--- config.mk ---
export PLATFORM = sky130hd
export DESIGN_NAME = serial_subtractor
export DESIGN_NICKNAME = d
export VERILOG_FILES = /design/src/rtl/serial_subtractor.sv
export SDC_FILE = /design/constraint.sdc
export NUM_CORES = 1
export LEC_CHECK = 0
export CAP_MARGIN = 20
export CORE_MARGIN = 4
export CORE_UTILIZATION = 35
export CTS_CLUSTER_DIAMETER = 150
export DETAILED_ROUTE_END_ITERATION = 7
export HOLD_SLACK_MARGIN = 0.02
export SYNTH_ARGS = -nofsm -noshare
export SYNTH_HDL_FRONTEND = slang
export SYNTH_SLANG_ARGS = --single-unit
--- constraint.sdc ---
create_clock -name clk -period 1.9 [get_ports clk]
set_clock_uncertainty 0.05 [all_clocks]
set_input_delay 0.475 -clock clk [delete_from_list [all_inputs] [get_ports clk]]
set_output_delay 0.475 -clock clk [all_outputs]
set_load 0.01 [all_outputs]
--- src/rtl/serial_subtractor.sv ---
// ============================================================================
// serial_subtractor : bit-serial unsigned subtractor, diff = a - b, LSB first
// Rev 1.0
// ============================================================================
`default_nettype none

module serial_subtractor #(
  parameter int WIDTH = 8
) (
  input  logic             clk,
  input  logic             rst_n,
  input  logic             in_valid,
  output logic             in_ready,
  input  logic [WIDTH-1:0] a,
  input  logic [WIDTH-1:0] b,
  output logic             out_valid,
  input  logic             out_ready,
  output logic [WIDTH-1:0] diff,
  output logic             borrow,
  output logic             zero
);

  localparam int CW = $clog2(WIDTH);

  localparam logic [1:0] S_IDLE = 2'd0;
  localparam logic [1:0] S_RUN  = 2'd1;
  localparam logic [1:0] S_DONE = 2'd2;

  localparam logic [CW-1:0] CNT_LAST = CW'(WIDTH - 1);

  logic [1:0]       state_q, state_d;
  logic [WIDTH-1:0] a_sr_q, a_sr_d;
  logic [WIDTH-1:0] b_sr_q, b_sr_d;
  logic [WIDTH-1:0] diff_q, diff_d;
  logic             br_q, br_d;
  logic             zero_q, zero_d;
  logic [CW-1:0]    cnt_q, cnt_d;

  logic             w_abit;
  logic             w_bbit;
  logic             w_dbit;
  logic             w_br_next;

  // One full-subtractor slice, fed from the operand shift registers' LSBs.
  assign w_abit    = a_sr_q[0];
  assign w_bbit    = b_sr_q[0];
  assign w_dbit    = w_abit ^ w_bbit ^ br_q;
  assign w_br_next = (~w_abit & w_bbit) | (~(w_abit ^ w_bbit) & br_q);

  always_comb begin
    state_d = state_q;
    a_sr_d  = a_sr_q;
    b_sr_d  = b_sr_q;
    diff_d  = diff_q;
    br_d    = br_q;
    zero_d  = zero_q;
    cnt_d   = cnt_q;

    case (state_q)
      S_IDLE: begin
        if (in_valid) begin
          a_sr_d  = a;
          b_sr_d  = b;
          br_d    = 1'b0;
          cnt_d   = '0;
          state_d = S_RUN;
        end
      end

      S_RUN: begin
        a_sr_d = a_sr_q >> 1;
        b_sr_d = b_sr_q >> 1;
        diff_d = {w_dbit, diff_q[WIDTH-1:1]};
        br_d   = w_br_next;
        // Counter holds on the final slice so it never wraps inside a run.
        if (cnt_q == CNT_LAST) begin
          zero_d  = (diff_d == '0);
          state_d = S_DONE;
        end else begin
          cnt_d = cnt_q + 1'b1;
        end
      end

      S_DONE: begin
        if (out_ready) begin
          state_d = S_IDLE;
        end
      end

      default: begin
        state_d = S_IDLE;
      end
    endcase
  end

  always_ff @(posedge clk or negedge rst_n) begin
    if (!rst_n) begin
      state_q <= S_IDLE;
      a_sr_q  <= '0;
      b_sr_q  <= '0;
      diff_q  <= '0;
      br_q    <= 1'b0;
      zero_q  <= 1'b0;
      cnt_q   <= '0;
    end else begin
      state_q <= state_d;
      a_sr_q  <= a_sr_d;
      b_sr_q  <= b_sr_d;
      diff_q  <= diff_d;
      br_q    <= br_d;
      zero_q  <= zero_d;
      cnt_q   <= cnt_d;
    end
  end

  assign in_ready  = (state_q == S_IDLE);
  assign out_valid = (state_q == S_DONE);
  assign diff      = diff_q;
  assign borrow    = br_q;
  assign zero      = zero_q;

endmodule

`default_nettype wire

; ---- After elaboration in Yosys (flattened, before gate mapping)
; Cells that the tools add are included.
[totals]
output_inout_bits = 12
in_bits = 20
word_cells = 42
regBits = 31
[op_classes]
bitwise_logic = 7
n_addsub = 1
eq_ne = 7
n_reduce_logical = 7
muxes = 13
[op_table]
columns = operator, count
row1 = 8-bit case mux with 2 select lines, 2
row2 = 8-bit two-way mux, 2
row3 = 8-bit logical NOT, 1
row4 = 2-bit two-way mux, 3
row5 = 3-bit two-way mux, 2
row6 = "2-bit inequality test, second input constant", 3
row7 = 2-bit case mux with 3 select lines, 1
row8 = 3-bit case mux with 2 select lines, 1
row9 = 3-bit AND reduction, 2
row10 = 2-bit AND reduction, 2
row11 = "3-bit by 1-bit adder with 3-bit output, second input constant", 1
row12 = "3-bit == test, second input constant", 1
row13 = 1-bit bitwise AND, 2
row14 = "2-bit by 1-bit == test with 1-bit output, second input constant", 1
row15 = "2-bit == test, second input constant", 1
row16 = 2-bit logical NOT, 1
row17 = "2-bit by 1-bit inequality test with 1-bit output, second input constant", 1
row18 = 1-bit inverter, 2
row19 = 1-bit case mux with 2 select lines, 1
row20 = 2-bit nonzero test, 1
row21 = 1-bit XOR, 2
row22 = 1-bit two-way mux, 1
row23 = 1-bit OR, 1

; ---- Longest topological paths before layout
[depth]
depth_word = 5
mapped_depth = 5
depth_no_buf = 5

; ---- Worst setup path after synthesis
; Ideal clock, no wire load.
[synth_timing]
path_kind = reg2reg
startpoint = register cnt_q[0]
endpoint = register cnt_q[0]
path_stages_with_launch = 6
path_buffers = 0
period_less_slack_ns = 1.501
arrival_time_ns = 1.326
setup_slack_ns = 0.399
t_required_ns = 1.725
path_cell_list = dfrtp_1 ha_1 ha_1 nand2b_1 a21o_2 mux2_2
[synth_between]
elab_chain_len = 3
elab_cells_between_ends = 6
[synth_lines]
columns = element, line_no
row1 = from (decl), 37  ; logic [CW-1:0] cnt_q, cnt_d;
row2 = from (signal assigned), 112  ; cnt_q <= cnt_d;
row3 = 3-bit by 1-bit adder with 3-bit output or 3-bit == test (tied branches), "80, 76"
row4 = 3-bit two-way mux or 2-bit inequality test (tied branches), --
row5 = 3-bit case mux with 2 select lines or 3-bit AND reduction (tied branches), --
; Several ways; a longest one is shown, not always the timed one. The select of a mux whose other input is x is not followed.
; A chain may end at the register's enable or synchronous reset.

; ---- Final worst setup path
[layout_timing]
startpoint = register state_q[1]
endpoint = output port out_valid
[layout_between]
elab_chain_len = 1
[layout_lines]
columns = element, line_no
row1 = from (decl), 31  ; logic [1:0] state_q, state_d;
row2 = from (signal assigned), 106  ; state_q <= state_d;
row3 = 2-bit == test, 117  ; assign out_valid = (state_q == S_DONE);
row4 = to (decl), 16  ; output logic out_valid,
; Every way passes these cells.

==> metrics.md <==
| Metric | Value |
|---|---|
| Status | `complete, no violations` |
| Count of pins over their slew limit | `0` |
| CP startpoint | `state_q[1]` |
| DIE HEIGHT | `approximately 70 um` |
| Final Cell Area | `1900 sq um` |
| Dpl hpwl | `1800 um` |
| Core area | `3800 sq um` |
| Syn_nets | `144` |
| Most frequent cells in the layout | `dfrtp_1, clkdlybuf4s50_1, nand2_1, mux2i_1, o21ai_1` |
| WL/cell | `12.1 um` |
| Largest net degree at the start of global routing | `32` |
| Most common cell after layout, fill and taps aside | `dfrtp_1` |
| Synth Area in Adders | `0.0316` |
| Area growth from synthesis to layout | `33.2%` |
| Syn Inst Count | `121` |
| Hold Path Origin | `b_sr_q[2]` |
| Critical path arrival | `1240 ps` |
| Post-CTS setup buffer count | `0` |
| Full die area | `5160 sq um` |
| FP Rows | `22` |
| FMAX | `~570 MHz` |
| CTS Sinks | `31` |
| Final setup fails | `0` |
| Final Hold Viols | `0` |
| Max Cap Viol | `0` |
| Die Width | `71.9 um` |
| Clock Latency Late Sink | `280 ps` |
| Io pins | `32` |
| Tot GR Track Use | `0.110` |
| I/O Buffers | `31` |
| Fin crit share | `0.928` |
| Required time of the critical path | `1370 ps` |
| Post-route DRC | `0` |
| Complex-gate fraction of the synthesized area | `0.0999` |
| Routed wire length | `2510 um` |
| Synth cell types | `25` |
| Worst slew pin tran | `391 ps` |
| Worst-case clock buffer depth | `2` |
| R2R Path Start | `cnt_q[0]` |
| Placed Area | `1790 sq um` |
| Yosys warns | `0` |
| DR vias/cell | `about 4.7` |
| CTS Buf Count | `5` |
| CTS tree | `done` |
| Initial antenna violation count | `0` |
| Syn avg cell area | `11.8 sq um` |
| Post-synthesis simple-gate area fraction | `0.0999` |
| Post-Route Setup TNS | `0 ps` |
| GRT overflow | `0` |
| RD Place Congestion | `about 0.73` |
| Vias | `974` |
| Power per cell area | `1700 nW/um^2` |
| First-pass GRT wire length | `4300 um` |
| EDFF count, synth | `0` |
| DR pass1 iterations | `3` |
| RSZ-0062 raised after global routing | `false` |
| Critical path type | `reg2out` |
| Initial core utilization | `0.376` |
| Placed insts | `a little under 200` |
| Fraction of layout cells with a size suffix above 1 | `0.151` |
| Crit end category | `output pin` |
| Root Buffer | `clkbuf_8` |
| Critical Path Fanout Max | `8` |
| Ant diodes | `0` |
| Antenna Nets Post-Route | `0` |
| Final hold slack | `roughly 430 ps` |
| Leak Pwr | `0.000859 uW` |
| H-tree Lvls | `2` |
| Sequential-to-total area share from yosys stat | `0.543` |
| Flops & latches, synth | `31` |
| Finished Layout Cells | `roughly 210` |
| Post-synth top flop | `dfrtp_1` |
| NumNets Final | `181` |
| Minimum clock period | `1760 ps` |
| Synthesized area | `roughly 1400 sq um` |
| Ys async rst share | `1.00` |
| Vias in the first global route | `951` |
| Synth Area in XOR/XNOR | `0` |
| VDD IR-drop max | `0.704 mV` |
| Mux share of post-synthesis cell area | `0.169` |
| Worst-path clk slew | `~60 ps` |
| Class of the worst hold path | `reg2reg` |
| Detailed Route Iter0 Violations | `just over 60` |
| Main combinational cell family by area after synthesis | `multiplexers` |
| Startpoint types | `flop` |
| Max-slew headroom | `0.739` |
==> flip-flops by register name, indices dropped and copies added (netlist names) <==
| signal | cells |
|---|---|
| state_q | 2 |
| zero | 1 |
| b_sr_q | 8 |
| a_sr_q | 8 |
| diff | 8 |
| cnt_q | 3 |
| borrow | 1 |
==> where the power goes <==
part	internal [uW]	switching, uW
logic	792	595
clock network	424	238
registers	973	211
total	2190	1040
==> per-stage QoR <==
step / setup WS (ps) / total power, uW / utilization
global route: 82.4 / 3490 / 0.501
detailed placement: 110 / 2610 / 0.470
finish: 138 / 3230 / 0.501
floorplan: 399 / 2210 / -
global placement: 133 / 2580 / 0.470
CTS: 110 / 3290 / 0.501
==> worst max-delay path, cell delays in order, from the launching register on <==
cell,delay (ps)
dfrtp_1,450
and2b_2,230
dlygate4sd2_1,280
==> repair_timing <==
action,in CTS,in global routing
endpoints found under the setup margin,2,0
resized for setup,2,0
hold buffers,0,0
==> Yosys cell counts (2+ instances only) <==
master     n  area [sq um]
nor2_1     2          7.51
mux2i_1   14           140
nand2b_1   4          25.0
o21ai_0    4          20.0
buf_12     2          40.0
mux2_4     3          45.0
dfrtp_1   31           776
nand2_1   21          78.8
mux2_2     5          56.3
o21ai_1   14          70.1
inv_1      4          15.0
buf_2      2          10.0
ha_1       2          25.0
a22o_1     2          17.5
==> kinds of logic (layout without fill, tap and decap cells) <==
logic type,count (synthesis),after routing
flops,31,31
compound gates,24,24
mux,22,22
simple gates,31,31
fa+ha+maj,3,3
buf+inv,10,48
==> worst paths after layout <==
check                                  to  slack, ps  cells after the start
worst max-delay path            out_valid        140                      2
worst min-delay path            b_sr_q[2]        430                      2
worst max register to register   cnt_q[0]        330                      5
worst min register to register  b_sr_q[2]        430                      2
max in group asynchronous       a_sr_q[6]        980                      2
min in group asynchronous       b_sr_q[4]        530                      2
==> layer usage <==
layer	track usage	wire (um)	up-vias
met5	0	0	-
met4	0.0564	53	0
met3	0.0505	137	5
met2	0.167	1180	21
met1	0.131	1150	457
li1	-	-	491
==> final cells by class <==
type                    count  area [sq um]
inverters                   4          15.0
repair buffers             36           358
well taps                  48          60.1
clock buffers               6          82.6
clock inverters             2          35.0
fillers                   344          1900
flip-flops and latches     31           776
multi-input cells          80           576
Note: power is estimated with default switching activity, not from simulation.
